<file path="src/rtl/byte_merger.sv">
// byte_merger: packs a valid/ready byte stream into NBYTES-wide words, first byte in the MSB lane.
// A one-entry output register decouples the consumer; flush emits a PAD-filled partial word.
module byte_merger #(
  parameter int          NBYTES   = 4,
  parameter logic [7:0]  PAD_BYTE = 8'h00,
  localparam int         CW       = $clog2(NBYTES) + 1
) (
  input  logic                  clk,
  input  logic                  reset,
  input  logic                  in_valid,
  output logic                  in_ready,
  input  logic [7:0]            in_byte,
  input  logic                  flush,
  output logic                  out_valid,
  input  logic                  out_ready,
  output logic [8*NBYTES-1:0]   out_word,
  output logic [CW-1:0]         out_count,
  output logic [CW-2:0]         fill
);

  localparam logic [CW-2:0]       LAST     = (CW-1)'(NBYTES - 1);
  localparam logic [8*NBYTES-1:0] PAD_WORD = {NBYTES{PAD_BYTE}};

  logic [CW-2:0]       cnt;
  logic [CW-2:0]       cnt_after;
  logic [8*NBYTES-1:0] acc;
  logic [8*NBYTES-1:0] acc_merged;
  logic                flush_pend;
  logic                pend_next;
  logic                slot_free;
  logic                at_last;
  logic                accept;
  logic                word_done;
  logic                flush_emit;

  // Handshake: a transfer happens on a rising edge where valid & ready are both high;
  // in_ready depends combinationally on out_ready so a full output slot can drain and
  // refill in the same cycle.
  always_comb begin
    slot_free  = !out_valid || out_ready;
    at_last    = (cnt == LAST);
    in_ready   = !flush_pend && (!at_last || slot_free);
    accept     = in_valid && in_ready;
    word_done  = accept && at_last;
    cnt_after  = cnt;
    acc_merged = acc;
    if (accept) begin
      acc_merged[8*(NBYTES-1-int'(cnt)) +: 8] = in_byte;
      cnt_after = at_last ? '0 : cnt + (CW-1)'(1);
    end
    // A flush only matters if bytes remain once this cycle's byte is counted.
    pend_next  = flush_pend || (flush && (cnt_after != '0));
    flush_emit = pend_next && slot_free;
  end

  always_ff @(posedge clk) begin
    if (reset) begin
      cnt        <= '0;
      acc        <= PAD_WORD;
      out_valid  <= 1'b0;
      out_word   <= '0;
      out_count  <= '0;
      flush_pend <= 1'b0;
    end else if (word_done) begin
      out_word   <= acc_merged;
      out_count  <= CW'(NBYTES);
      out_valid  <= 1'b1;
      cnt        <= '0;
      acc        <= PAD_WORD;
      flush_pend <= 1'b0;
    end else if (flush_emit) begin
      out_word   <= acc_merged;
      out_count  <= {1'b0, cnt_after};
      out_valid  <= 1'b1;
      cnt        <= '0;
      acc        <= PAD_WORD;
      flush_pend <= 1'b0;
    end else begin
      cnt        <= cnt_after;
      acc        <= acc_merged;
      flush_pend <= pend_next;
      if (out_ready) out_valid <= 1'b0;
    end
  end

  assign fill = cnt;

endmodule
</file>
<file path="config.mk">
export PLATFORM = sky130hd
export DESIGN_NAME = byte_merger
export DESIGN_NICKNAME = d
export VERILOG_FILES = /design/src/rtl/byte_merger.sv
export SDC_FILE = /design/constraint.sdc
export NUM_CORES = 1
export LEC_CHECK = 0
export ABC_AREA = 1
export BUFFER_PORTS_ARGS = -buffer_cell sky130_fd_sc_hd__buf_2
export CORE_MARGIN = 2
export CORE_UTILIZATION = 50
export CTS_BUF_LIST = sky130_fd_sc_hd__clkbuf_4 sky130_fd_sc_hd__clkbuf_8 sky130_fd_sc_hd__clkbuf_16
export DETAILED_ROUTE_END_ITERATION = 10
export PLACE_DENSITY = 0.77
export RECOVER_POWER = 25
export SYNTH_ARGS = -nofsm -noshare
export SYNTH_HDL_FRONTEND = slang
export SYNTH_SLANG_ARGS = --single-unit
export TNS_END_PERCENT = 30
</file>
<file path="constraint.sdc">
create_clock -name clk -period 2 [get_ports clk]
set_clock_uncertainty 0.05 [all_clocks]
set_input_delay 0 -clock clk [delete_from_list [all_inputs] [get_ports clk]]
set_output_delay 0 -clock clk [all_outputs]
set_load 0.1 [all_outputs]
</file>
==> metrics.txt <==
status completed; minimum clock period 1.99 ns; Syn Area/Cell 6.87 sq um; slowest cell on the critical path dfxtp_4; crit path cell chain ha_4 > inv_1 > nand2_2 > nand4_1 > nand2_1 > nand2_1 > nand2_1 > nand2_4 > nand2_8 > clkbuf_16 > nand3_1 > nand2_1 > nor2_1; Mapped Nets 493; Antenna diodes 0; initial core utilization 51.4%; TritonCTS Sinks 71; cell seen most often among critical-path stages nand2_1; Leak Pwr 1.93 nW; setup TNS 0 ns; Max Clk Rate 502 MHz; largest net degree at the start of global routing 37; # rows 29; Rel. slew slack 22.6%; vias per inst 4.95; Pre-antenna DRT Iters 4; Post-Syn Area 0.00326 sq mm; Max Slew Vio Count 0; cts bufs inserted 9; Post-synth EDFFs 0; utilization after layout 64.3%; Die Wd 84.8 microns; Layout fillers 578; Setup crit end kind flop; number of synthesized register bits 71; Layout area overhead 25.1%; CTS Root Cell clkbuf_8; Max stage delay on crit path 0.41 ns; Post-route DRC 0; die height 84.8 microns; ANT nets after route 0; input/output buffers 51; CP arrival 2.18 ns; VDD IR max 0.859 mV; Syn. warnings 0; layout cell share with drive strength beyond 1 17.0%; Post-Place Cells 593; CTS max path bufs 2; WL final 7.79 mm; HPWL after DPL 4.86 mm; Multi-input gate area 0.00149 sq mm; core area 0.00635 sq mm; fin nets 559; total power 4.98 mW; Clk Latency, worst-skew pair 0.35 ns; global-route wire length before repair 11.7 mm; RSZ-0062 raised after global routing true; Synth Flop Type dfxtp_1; startpoint types flop; Ports 52; CTS tree done; drt wl/cell 12.5 microns; vias 3085; initial antenna violation count 0; Setup violations, final 0; initial DRC count 137; power density over cell area 1220 mW/mm^2; gr usage total 20.4%; WP data required 2.19 ns; Worst Hold Class primary input to flop; H-tree depth 3; Syn Inst Count 475; Non-Filler Instances 623; CP Max Fanout 16; final hold violation count 0; gpl congestion 0.849; total congestion overflow 0; Storage cell area 0.00143 sq mm; via count of the first global-routing pass 2639; Crit Path Category flop to flop; post-synth cell types 24; Max-Cap Viols 0; Tcrit/Tclk final 99.7%; ys async rst share 0%; CTS clk-pin slew, worst paths 0.08 ns; post-synthesis sequential area ratio 43.5%; Worst-Margin Slew 1.17 ns; die area 0.00719 sq mm; hold_ws 0.0398 ns
[flip-flops by register name, indices dropped and copies added, names as in the netlist]
signal / flops
acc: 32
fill: 2
flush_pend: 1
out_count: 3
out_valid: 1
out_word: 32
[cell usage after synthesis (5+ instances only)]
library cell	n	area share, %
clkbuf_1	7	0.81
ha_1	5	1.9
dfxtp_1	71	44
buf_2	7	1.1
nand2_1	92	11
buf_6	5	1.7
nor2_1	63	7.2
nand3_1	51	7.8
inv_1	84	9.7
o21ai_0	18	2.8
nand2_2	5	0.96
a21oi_1	40	6.1
[layer usage]
layer	vias to the layer above	GRT usage, %	part of all wire, %
met4	0	8.23	1.8
met5	-	0	0
li1	1600	-	-
met1	1401	26.0	44
met2	72	32.7	49
met3	12	5.80	5.3
[kinds of logic after synthesis]
group | share of synthesized area [%]
buffers and inverters | 14.0
multiplexers | 1.23
AND/OR/NAND/NOR | 29.8
adder cells (fa/ha/maj) | 1.92
AO/OA/AOI/OAI | 9.58
flip-flops | 43.5
[critical path, delay by kind of cell (launching register included)]
kind                     cells  cell delay [ns]
adder cells (fa/ha/maj)      1             0.18
buffers and inverters        2             0.27
flip-flops                   1             0.41
AND/OR/NAND/NOR             10             0.96
[cell type report]
class / count / area share, %
clock buffers: 12 / 3.74
clock inverters: 4 / 0.551
inverters: 87 / 8.12
multi-input cells: 295 / 36.4
flip-flops and latches: 71 / 35.0
well taps: 77 / 2.36
repair buffers: 77 / 13.8
[path summary, 6_finish.rpt]
kind,startpoint,end,slack (ns),depth (start not counted)
max,fill[0],out_word[14],0.007,13
min,in_byte[6],acc[14],0.04,5
max reg2reg,fill[0],out_word[14],0.007,13
min reg2reg,out_count[2],out_count[2],0.41,2
[layout by cell type (no fill, tap or decap), drive strengths merged]
cell / synthesis / final
nand2: 98 / 98
inv: 85 / 86
dfxtp: 71 / 71
nor2: 64 / 64
nand3: 53 / 53
buf: 15 / 42
a21oi: 40 / 40
clkbuf: 7 / 40
o21ai: 18 / 18
dlygate4sd3: 0 / 7
ha: 5 / 5
nand4: 4 / 4
mux2i: 4 / 4
nand3b: 4 / 4
clkinv: 2 / 4
o21a: 3 / 3
nor3: 1 / 1
or2: 1 / 1
clkinvlp: 0 / 1
[what timing repair did]
item                                    4_1_cts  5_1_grt
gates resized for setup                       0       11
hold endpoints to repair                     11        0
endpoints found under the setup margin        0       43
setup buffers                                 0        2
hold buffers                                  7        0
[where the power goes]
part	internal (mW)	switching [mW]	leakage [nW]
combinational	0.544	1.73	1.26
clock	0.506	0.523	0.0930
sequential	1.59	0.0863	0.582
[metrics by stage]
step | cell area (sq um) | worst slack [ns]
2_1_floorplan | 3330 | -0.0122
3_3_place_gp | 3680 | 0.0743
3_5_place_dp | 3680 | 0.0385
4_1_cts | 3930 | 0.0294
5_1_grt | 4090 | -0.0876
6_report | 4090 | 0.00698
Note: power is estimated with default switching activity, not from simulation.
